`config.mk`:
```
export PLATFORM = sky130hd
export DESIGN_NAME = qei_array
export DESIGN_NICKNAME = d
export VERILOG_FILES = /design/src/rtl/qei_array_pkg.sv /design/src/rtl/qei_array_chan.sv /design/src/rtl/qei_array.sv
export SDC_FILE = /design/constraint.sdc
export NUM_CORES = 1
export LEC_CHECK = 0
export BUFFER_PORTS_ARGS = -buffer_cell sky130_fd_sc_hd__buf_4
export CAP_MARGIN = 10
export CORE_MARGIN = 2
export CORE_UTILIZATION = 63
export DETAILED_ROUTE_END_ITERATION = 10
export HOLD_SLACK_MARGIN = 0.08
export PLACE_DENSITY = 0.85
export RECOVER_POWER = 100
export SLEW_MARGIN = 0
export SYNTH_ARGS = -nofsm -noshare
export SYNTH_HDL_FRONTEND = slang
export SYNTH_SLANG_ARGS = --single-unit
```
`constraint.sdc`:
```
create_clock -name clk -period 7.7 [get_ports clk]
set_input_delay 1.54 -clock clk [delete_from_list [all_inputs] [get_ports clk]]
set_output_delay 1.54 -clock clk [all_outputs]
set_load 0.1 [all_outputs]
```
`src/rtl/qei_array_pkg.sv`:
```
// Shared definitions for the multi-channel quadrature encoder interface:
// step codes produced by the 4x decoder and the decode function itself.
package qei_array_pkg;

    typedef enum logic [1:0] {
        STEP_NONE = 2'd0,
        STEP_INC  = 2'd1,
        STEP_DEC  = 2'd2,
        STEP_ERR  = 2'd3
    } step_e;

    // Decode a filtered {A,B} transition into a step code.
    // Forward sequence is 00 -> 10 -> 11 -> 01 -> 00; both bits moving is illegal.
    function automatic step_e qei_decode(input logic [1:0] prev, input logic [1:0] curr);
        step_e s;
        s = STEP_NONE;
        case ({prev, curr})
            4'b00_10, 4'b10_11, 4'b11_01, 4'b01_00: s = STEP_INC;
            4'b10_00, 4'b11_10, 4'b01_11, 4'b00_01: s = STEP_DEC;
            4'b00_11, 4'b11_00, 4'b01_10, 4'b10_01: s = STEP_ERR;
            default:                                s = STEP_NONE;
        endcase
        return s;
    endfunction

endpackage

```
`src/rtl/qei_array_chan.sv`:
```
// One encoder channel: synchroniser, glitch filter, priming, 4x decode,
// wrapping position counter, saturating velocity accumulator, dir/err flags.
import qei_array_pkg::*;

module qei_array_chan #(
    parameter int NBITS       = 16,
    parameter int SYNC_STAGES = 2,
    parameter int FILT_LEN    = 3,
    parameter int VBITS       = 12
) (
    input  logic                    clk,
    input  logic                    rst,
    input  logic                    en,
    input  logic                    clr,
    input  logic                    a,
    input  logic                    b,
    input  logic                    err_clr,
    input  logic                    win_last,
    output logic [NBITS-1:0]        cnt_next,
    output logic [NBITS-1:0]        cnt,
    output logic signed [VBITS-1:0] vel,
    output logic                    dir,
    output logic                    err
);

    localparam int FW = (FILT_LEN > 1) ? $clog2(FILT_LEN) : 1;
    localparam logic [FW-1:0] RUN_LAST = FW'(FILT_LEN - 1);
    localparam logic [FW-1:0] RUN_ONE  = FW'(1);
    localparam logic [NBITS-1:0] CNT_ONE = NBITS'(1);
    localparam logic signed [VBITS-1:0] VEL_ONE = VBITS'(1);
    localparam logic signed [VBITS-1:0] VEL_MAX = {1'b0, {(VBITS-1){1'b1}}};
    localparam logic signed [VBITS-1:0] VEL_MIN = {1'b1, {(VBITS-2){1'b0}}, 1'b1};

    logic [SYNC_STAGES-1:0] sync_a_r, sync_b_r;
    logic                   filt_a_r, filt_b_r;
    logic [FW-1:0]          run_a_r, run_b_r, prime_run_r;
    logic                   primed_r;
    logic [1:0]             state_r;
    logic [1:0]             synced_s, filt_s;
    step_e                  step_s;
    logic [NBITS-1:0]       cnt_r, cnt_next_s;
    logic signed [VBITS-1:0] acc_r, acc_next_s, vel_r;
    logic                   dir_r, err_r;

    assign synced_s = {sync_a_r[SYNC_STAGES-1], sync_b_r[SYNC_STAGES-1]};
    assign filt_s   = {filt_a_r, filt_b_r};

    // Bring the asynchronous encoder pins into the clock domain.
    always_ff @(posedge clk) begin
        if (rst) begin
            sync_a_r <= '0;
            sync_b_r <= '0;
        end else begin
            sync_a_r <= {sync_a_r[SYNC_STAGES-2:0], a};
            sync_b_r <= {sync_b_r[SYNC_STAGES-2:0], b};
        end
    end

    // Before priming the filtered pair follows the synced pair and waits for it to
    // hold steady; afterwards each bit only moves after FILT_LEN clocks of disagreement.
    always_ff @(posedge clk) begin
        if (rst) begin
            filt_a_r    <= 1'b0;
            filt_b_r    <= 1'b0;
            run_a_r     <= '0;
            run_b_r     <= '0;
            prime_run_r <= '0;
            primed_r    <= 1'b0;
        end else if (!primed_r) begin
            run_a_r <= '0;
            run_b_r <= '0;
            if (filt_s != synced_s) begin
                filt_a_r    <= synced_s[1];
                filt_b_r    <= synced_s[0];
                prime_run_r <= '0;
            end else if (prime_run_r == RUN_LAST) begin
                primed_r    <= 1'b1;
            end else begin
                prime_run_r <= prime_run_r + RUN_ONE;
            end
        end else begin
            if (synced_s[1] == filt_a_r) begin
                run_a_r  <= '0;
            end else if (run_a_r == RUN_LAST) begin
                filt_a_r <= synced_s[1];
                run_a_r  <= '0;
            end else begin
                run_a_r  <= run_a_r + RUN_ONE;
            end
            if (synced_s[0] == filt_b_r) begin
                run_b_r  <= '0;
            end else if (run_b_r == RUN_LAST) begin
                filt_b_r <= synced_s[0];
                run_b_r  <= '0;
            end else begin
                run_b_r  <= run_b_r + RUN_ONE;
            end
        end
    end

    // Decode the filtered transition; nothing is reported until the channel is primed.
    always_comb begin
        step_s = STEP_NONE;
        if (primed_r) begin
            step_s = qei_decode(state_r, filt_s);
        end else begin
            step_s = STEP_NONE;
        end
    end

    // Next position: clear wins over a step, en=0 freezes the count.
    always_comb begin
        cnt_next_s = cnt_r;
        if (clr) begin
            cnt_next_s = '0;
        end else if (en) begin
            case (step_s)
                STEP_INC: cnt_next_s = cnt_r + CNT_ONE;
                STEP_DEC: cnt_next_s = cnt_r - CNT_ONE;
                default:  cnt_next_s = cnt_r;
            endcase
        end else begin
            cnt_next_s = cnt_r;
        end
    end

    // Next velocity accumulator value, saturating symmetrically.
    always_comb begin
        acc_next_s = acc_r;
        if (en) begin
            case (step_s)
                STEP_INC: acc_next_s = (acc_r == VEL_MAX) ? acc_r : acc_r + VEL_ONE;
                STEP_DEC: acc_next_s = (acc_r == VEL_MIN) ? acc_r : acc_r - VEL_ONE;
                default:  acc_next_s = acc_r;
            endcase
        end else begin
            acc_next_s = acc_r;
        end
    end

    // Decode history tracks the filter even while disabled so re-enabling causes no step.
    always_ff @(posedge clk) begin
        if (rst) begin
            state_r <= 2'b00;
            cnt_r   <= '0;
        end else begin
            state_r <= filt_s;
            cnt_r   <= cnt_next_s;
        end
    end

    // Window close publishes the accumulator (including this clock's step) and restarts it.
    always_ff @(posedge clk) begin
        if (rst) begin
            acc_r <= '0;
            vel_r <= '0;
        end else if (win_last) begin
            acc_r <= '0;
            vel_r <= acc_next_s;
        end else begin
            acc_r <= acc_next_s;
            vel_r <= vel_r;
        end
    end

    // Direction of the last legal step and sticky illegal-transition flag.
    always_ff @(posedge clk) begin
        if (rst) begin
            dir_r <= 1'b0;
            err_r <= 1'b0;
        end else begin
            if (en && (step_s == STEP_INC)) begin
                dir_r <= 1'b1;
            end else if (en && (step_s == STEP_DEC)) begin
                dir_r <= 1'b0;
            end else begin
                dir_r <= dir_r;
            end
            if (en && (step_s == STEP_ERR)) begin
                err_r <= 1'b1;
            end else if (err_clr) begin
                err_r <= 1'b0;
            end else begin
                err_r <= err_r;
            end
        end
    end

    assign cnt_next = cnt_next_s;
    assign cnt      = cnt_r;
    assign vel      = vel_r;
    assign dir      = dir_r;
    assign err      = err_r;

endmodule

```
`src/rtl/qei_array.sv`:
```
// N-channel quadrature encoder interface: per-channel decoders plus a shared
// velocity window and a coherent snapshot of all positions.
import qei_array_pkg::*;

module qei_array #(
    parameter int NCH         = 2,
    parameter int NBITS       = 16,
    parameter int SYNC_STAGES = 2,
    parameter int FILT_LEN    = 3,
    parameter int VEL_PERIOD  = 1000,
    parameter int VBITS       = 12
) (
    input  logic                 clk,
    input  logic                 rst,
    input  logic                 en,
    input  logic [NCH-1:0]       clr,
    input  logic [NCH-1:0]       a_i,
    input  logic [NCH-1:0]       b_i,
    input  logic                 snap,
    input  logic                 err_clr,
    output logic [NCH*NBITS-1:0] cnt_o,
    output logic [NCH*NBITS-1:0] snap_o,
    output logic [NCH*VBITS-1:0] vel_o,
    output logic                 vel_valid,
    output logic [NCH-1:0]       dir_o,
    output logic [NCH-1:0]       err_o
);

    localparam int WW = $clog2(VEL_PERIOD);
    localparam logic [WW-1:0] WIN_LAST = WW'(VEL_PERIOD - 1);
    localparam logic [WW-1:0] WIN_ONE  = WW'(1);

    logic [WW-1:0]        win_cnt_r;
    logic                 win_last_s;
    logic                 vel_valid_r;
    logic [NCH*NBITS-1:0] cnt_next_all_s;
    logic [NCH*NBITS-1:0] snap_r;

    assign win_last_s = (win_cnt_r == WIN_LAST);

    // Free-running velocity window counter, independent of en.
    always_ff @(posedge clk) begin
        if (rst) begin
            win_cnt_r <= '0;
        end else if (win_last_s) begin
            win_cnt_r <= '0;
        end else begin
            win_cnt_r <= win_cnt_r + WIN_ONE;
        end
    end

    // Flag the clock on which the new velocity values become visible.
    always_ff @(posedge clk) begin
        if (rst) begin
            vel_valid_r <= 1'b0;
        end else begin
            vel_valid_r <= win_last_s;
        end
    end

    // Capture every channel's post-update position on the same clock.
    always_ff @(posedge clk) begin
        if (rst) begin
            snap_r <= '0;
        end else if (snap) begin
            snap_r <= cnt_next_all_s;
        end else begin
            snap_r <= snap_r;
        end
    end

    for (genvar k = 0; k < NCH; k++) begin : g_chan
        qei_array_chan #(
            .NBITS      (NBITS),
            .SYNC_STAGES(SYNC_STAGES),
            .FILT_LEN   (FILT_LEN),
            .VBITS      (VBITS)
        ) u_chan (
            .clk     (clk),
            .rst     (rst),
            .en      (en),
            .clr     (clr[k]),
            .a       (a_i[k]),
            .b       (b_i[k]),
            .err_clr (err_clr),
            .win_last(win_last_s),
            .cnt_next(cnt_next_all_s[k*NBITS +: NBITS]),
            .cnt     (cnt_o[k*NBITS +: NBITS]),
            .vel     (vel_o[k*VBITS +: VBITS]),
            .dir     (dir_o[k]),
            .err     (err_o[k])
        );
    end

    assign vel_valid = vel_valid_r;
    assign snap_o    = snap_r;

endmodule
```
==> impl_metrics.csv <==
group,metric,value,unit
sta,timing.final.max_slew_violations,93,
detailed_routing,avgRoutedWirePerCell,16.1,um
synthesis,synth_top_area_cell,"dfxtp_1",
detailed_routing,initialDrtViolationCount,566,
floorplanning,design.die.area,0.0147,mm^2
worst_setup_path,regToRegEndpoint,"snap_o[10]",
worst_setup_path,path_buf_inv,2,
cts,clock_tree.root_cell,"clkbuf_16",
cts,cts_made_buffers,17,
detailed_routing,vias,7875,
final_layout,nFillCells,1116,
synthesis,synth-edff-count,0,
cts,clock-sinks,157,
sta,finalSetupViolations,0,
power,ir_worst_vdd,0.162,mV
synthesis,post_synth_and_or_nand_nor_area_fraction,23.5,%
cts,cts.path.max_buffers,2,
synthesis,synth_cell_type_count,76,
sta,worst_slew_pin_slew,2.84,ns
worst_setup_path,cp-end-kind,"flip-flop",
synthesis,combinational_family_with_the_most_area_after_synthesis,"simple AND/OR/NAND/NOR gates",
sta,timing.final.hold_violations,0,
worst_setup_path,worst_ep_required_time,8.06,ns
synthesis,ys_top_cells_by_count,"157 x dfxtp_1, 139 x nor2_1, 107 x nand2_1, 64 x a21oi_1, 60 x o21ai_0",
synthesis,synth_flop_cell,"dfxtp_1",
floorplanning,initial_core_util,64.9,%
place,post-dp-hpwl,14.1,mm
final_layout,sequential_cell_area,0.00314,mm^2
floorplanning,dieWidth,121,um
global_route,grt_start_max_net_pins,65,
cts,cts_repair_resize_count,0,
synthesis,ys_seq_area_share,36.4,%
detailed_routing,drcViolationCount,0,
synthesis,synth_top_area_share,36.4,%
hold_path,timing.hold.worst.start,"g_chan[0].u_chan.run_b_r[0]",
sta,timing.slew.headroom,-89.0,%
synthesis,synthArstFlopShare,0,%
worst_setup_path,worstRegToRegCells,15,
global_route,grt_overflow_total,0,
worst_setup_path,timing.critical_path.slowest_stage_cell,"clkbuf_1",
final_layout,multi_input_comb_area,0.00498,mm^2
place,finalWeightedCongestion,0.939,
hold_path,min_to,"g_chan[0].u_chan.run_b_r[0]",
worst_setup_path,critical_path_class,"flip-flop to flip-flop",
hold_path,min-delay-path-class,"flip-flop to flip-flop",
synthesis,complex_gate_fraction_of_the_synthesized_area,19.5,%
floorplanning,die_h,121,um
final_layout,drive_gt1_share,4.88,%
synthesis,synth.area.mux_share,4.02,%
cts,worst_skew_pair.late_latency,0.43,ns
cts,holdBufCountCts,0,
cts,clk_pin_slew,0.06,ns
sta,worst_clock_skew,0.00809,ns
cts,cts_post_setup_buffers_inserted,0,
detailed_routing,drtPass1Iterations,5,
final_layout,diodes,0,
sta,final.setup.tns,0,ns
synthesis,netlist_area,0.00863,mm^2
worst_setup_path,critical_path.startpoint_type,"flip-flop",
worst_setup_path,timing.critical_path.cells,"mux2i_1 > nand2_1 > o21ai_0 > and2_0 > ha_1 > clkbuf_1 > clkinv_1 > fa_1 > nor2b_1 > o211ai_1 > a211oi_1 > o211ai_1 > nor3b_1 > o31a_1 > o21ai_0",
synthesis,synth_xor_xnor_area_share,3.35,%
worst_setup_path,ff_to_ff_start,"g_chan[0].u_chan.filt_b_r",
synthesis,syn-mean-instance-area,8.16,um^2
final_layout,num-nets-final,1175,
synthesis,netlist_top_cells_area,"dfxtp_1 36%, ha_1 6.8%, nor2_1 6.0%",
synthesis,yosys_warnings,0,
synthesis,ys_seq_elements,157,
cts,tritoncts,"yes",
power,power.total,1.81,mW
synthesis,synth_fp_nets,1118,
run_status,outcome,"complete, but fails checks",
synthesis,syn-instance-count,1058,
worst_setup_path,r2r_setup_slack,2.63,ns
worst_setup_path,worst_path_top_cell_family_by_delay,"buffers and inverters",
synthesis,synth_adder_area_share,7.28,%
job,max_cap_viol_count,2,
floorplanning,top_level_ports,104,
floorplanning,num_rows,42,
worst_setup_path,path_max_fanout,23,
final_layout,areaGrowthSynthToFinish,10.6,%
detailed_routing,vias_per_cell,6.05,
worst_setup_path,cp.depth,15,
power,static-leakage-power,3.67,nW
sta,grt_setup_unrepaired,"false",
synthesis,synth.most_common_cell,"dfxtp_1",
power,pwr_density_cell,190,mW/mm^2
global_route,first_pass_grt_wire_length,34.9,mm
hold_path,min_delay_path_depth,1,
sta,final_period_minus_worst_setup_slack,5.07,ns
global_route,vias_in_the_first_global_route,7253,
cts,cts-htree-levels,4,
global_route,grt_usage,29.2,%
run_status,violated_checks,"capacitance limit, slew limit",
worst_setup_path,critical-path-max-stage-delay,0.86,ns
sta,timing.fmax,0.197,GHz
sta,min_period_over_period,65.8,%
floorplanning,placeableCoreArea,0.0133,mm^2
detailed_routing,route.final.wire_length,21.0,mm
place,io_buffer_count,103,
worst_setup_path,cp.arrival,5.42,ns
global_route,grt_antenna_before_repair,0,
detailed_routing,final_antenna_net_count,0,
[metal layers]
layer | up-vias | global-route usage, % | share of wire (%)
li1 | 3875 | - | -
met3 | 40 | 7.24 | 7.3
met5 | - | 0 | 0
met2 | 248 | 45.3 | 45
met4 | 0 | 9.52 | 1.7
met1 | 3712 | 39.9 | 46
[cell type report]
| class | instances | area share [%] |
|---|---|---|
| multi-input cells | 796 | 52.2 |
| clock buffers | 23 | 5.11 |
| inverters | 34 | 1.34 |
| flip-flops and latches | 157 | 32.9 |
| clock inverters | 7 | 1.42 |
| well taps | 176 | 2.31 |
| repair buffers | 109 | 4.72 |
[kinds of logic after synthesis]
group	after synthesis
AOI/OAI and AO/OA	258
xor gates and xnor gates	33
DFF	157
and+or+nand+nor	422
muxes	34
buffers and inverters	105
adders and majority gates	49
[flip-flops by register name (all words and copies together), names as in the netlist]
register / flops
g_chan.u_chan.cnt: 32
snap_o: 32
g_chan.u_chan.acc_r: 24
g_chan.u_chan.vel: 24
win_cnt_r: 10
g_chan.u_chan.prime_run_r: 4
g_chan.u_chan.run_a_r: 4
g_chan.u_chan.run_b_r: 4
g_chan.u_chan.state_r: 4
g_chan.u_chan.sync_a_r: 4
g_chan.u_chan.sync_b_r: 4
g_chan.u_chan.dir: 2
g_chan.u_chan.err: 2
g_chan.u_chan.filt_a_r: 2
g_chan.u_chan.filt_b_r: 2
g_chan.u_chan.primed_r: 2
vel_valid: 1
[how the worst max path moves through the flow]
| stage | startpoint | to | slack [ns] |
|---|---|---|---|
| 5_1_grt | g_chan[0].u_chan.filt_b_r | snap_o[10] | 2.24 |
| 3_3_place_gp | g_chan[0].u_chan.filt_b_r | snap_o[10] | 3.85 |
| 4_1_cts | g_chan[0].u_chan.filt_b_r | snap_o[10] | 3.67 |
| 2_1_floorplan | g_chan[0].u_chan.filt_b_r | snap_o[10] | 3.94 |
| 3_5_place_dp | g_chan[0].u_chan.filt_b_r | snap_o[10] | 3.72 |
| 6_report | g_chan[0].u_chan.filt_b_r | snap_o[10] | 2.63 |
[report_power, final]
group,internal [mW],switching [mW]
combinational,0.0287,0.0540
sequential,0.823,0.00975
clock,0.572,0.322
[layout by cell type, fill, tap and decap left out, drive strengths merged, types with 7 or more instances in the layout]
master  Yosys  layout
clkbuf     56     121
inv        33      33
a221oi      7       7
xnor2      24      24
mux2i      29      29
or3        10      10
a211oi     16      16
o21a        8       8
nand3      23      23
buf        15      11
nor2b      27      27
nor3       26      26
a21o       17      17
o211ai     12      12
a22oi       7       7
nand4      19      19
a22o        8       8
nand2b     10      10
nor2      139     139
o31ai       7       7
dfxtp     157     157
and2       19      19
or4         9       9
ha         47      47
o21ai      63      63
nor4        8       8
xor2        9       9
a21oi      64      64
nand2     107     107
[metrics by stage]
step                cells  utilization, %  hold slack (ns)  instance area [um^2]  worst slack (ns)
floorplan            1058               -            0.391                  8630              3.94
global placement     1272            69.9            0.400                  9290              3.85
detailed placement   1272            69.9            0.405                  9290              3.72
CTS                  1302            74.6            0.413                  9910              3.67
global route         1302            71.8            0.424                  9540              2.24
finish               1302            71.8            0.409                  9540              2.63
Note: power is estimated with default switching activity, not from simulation.
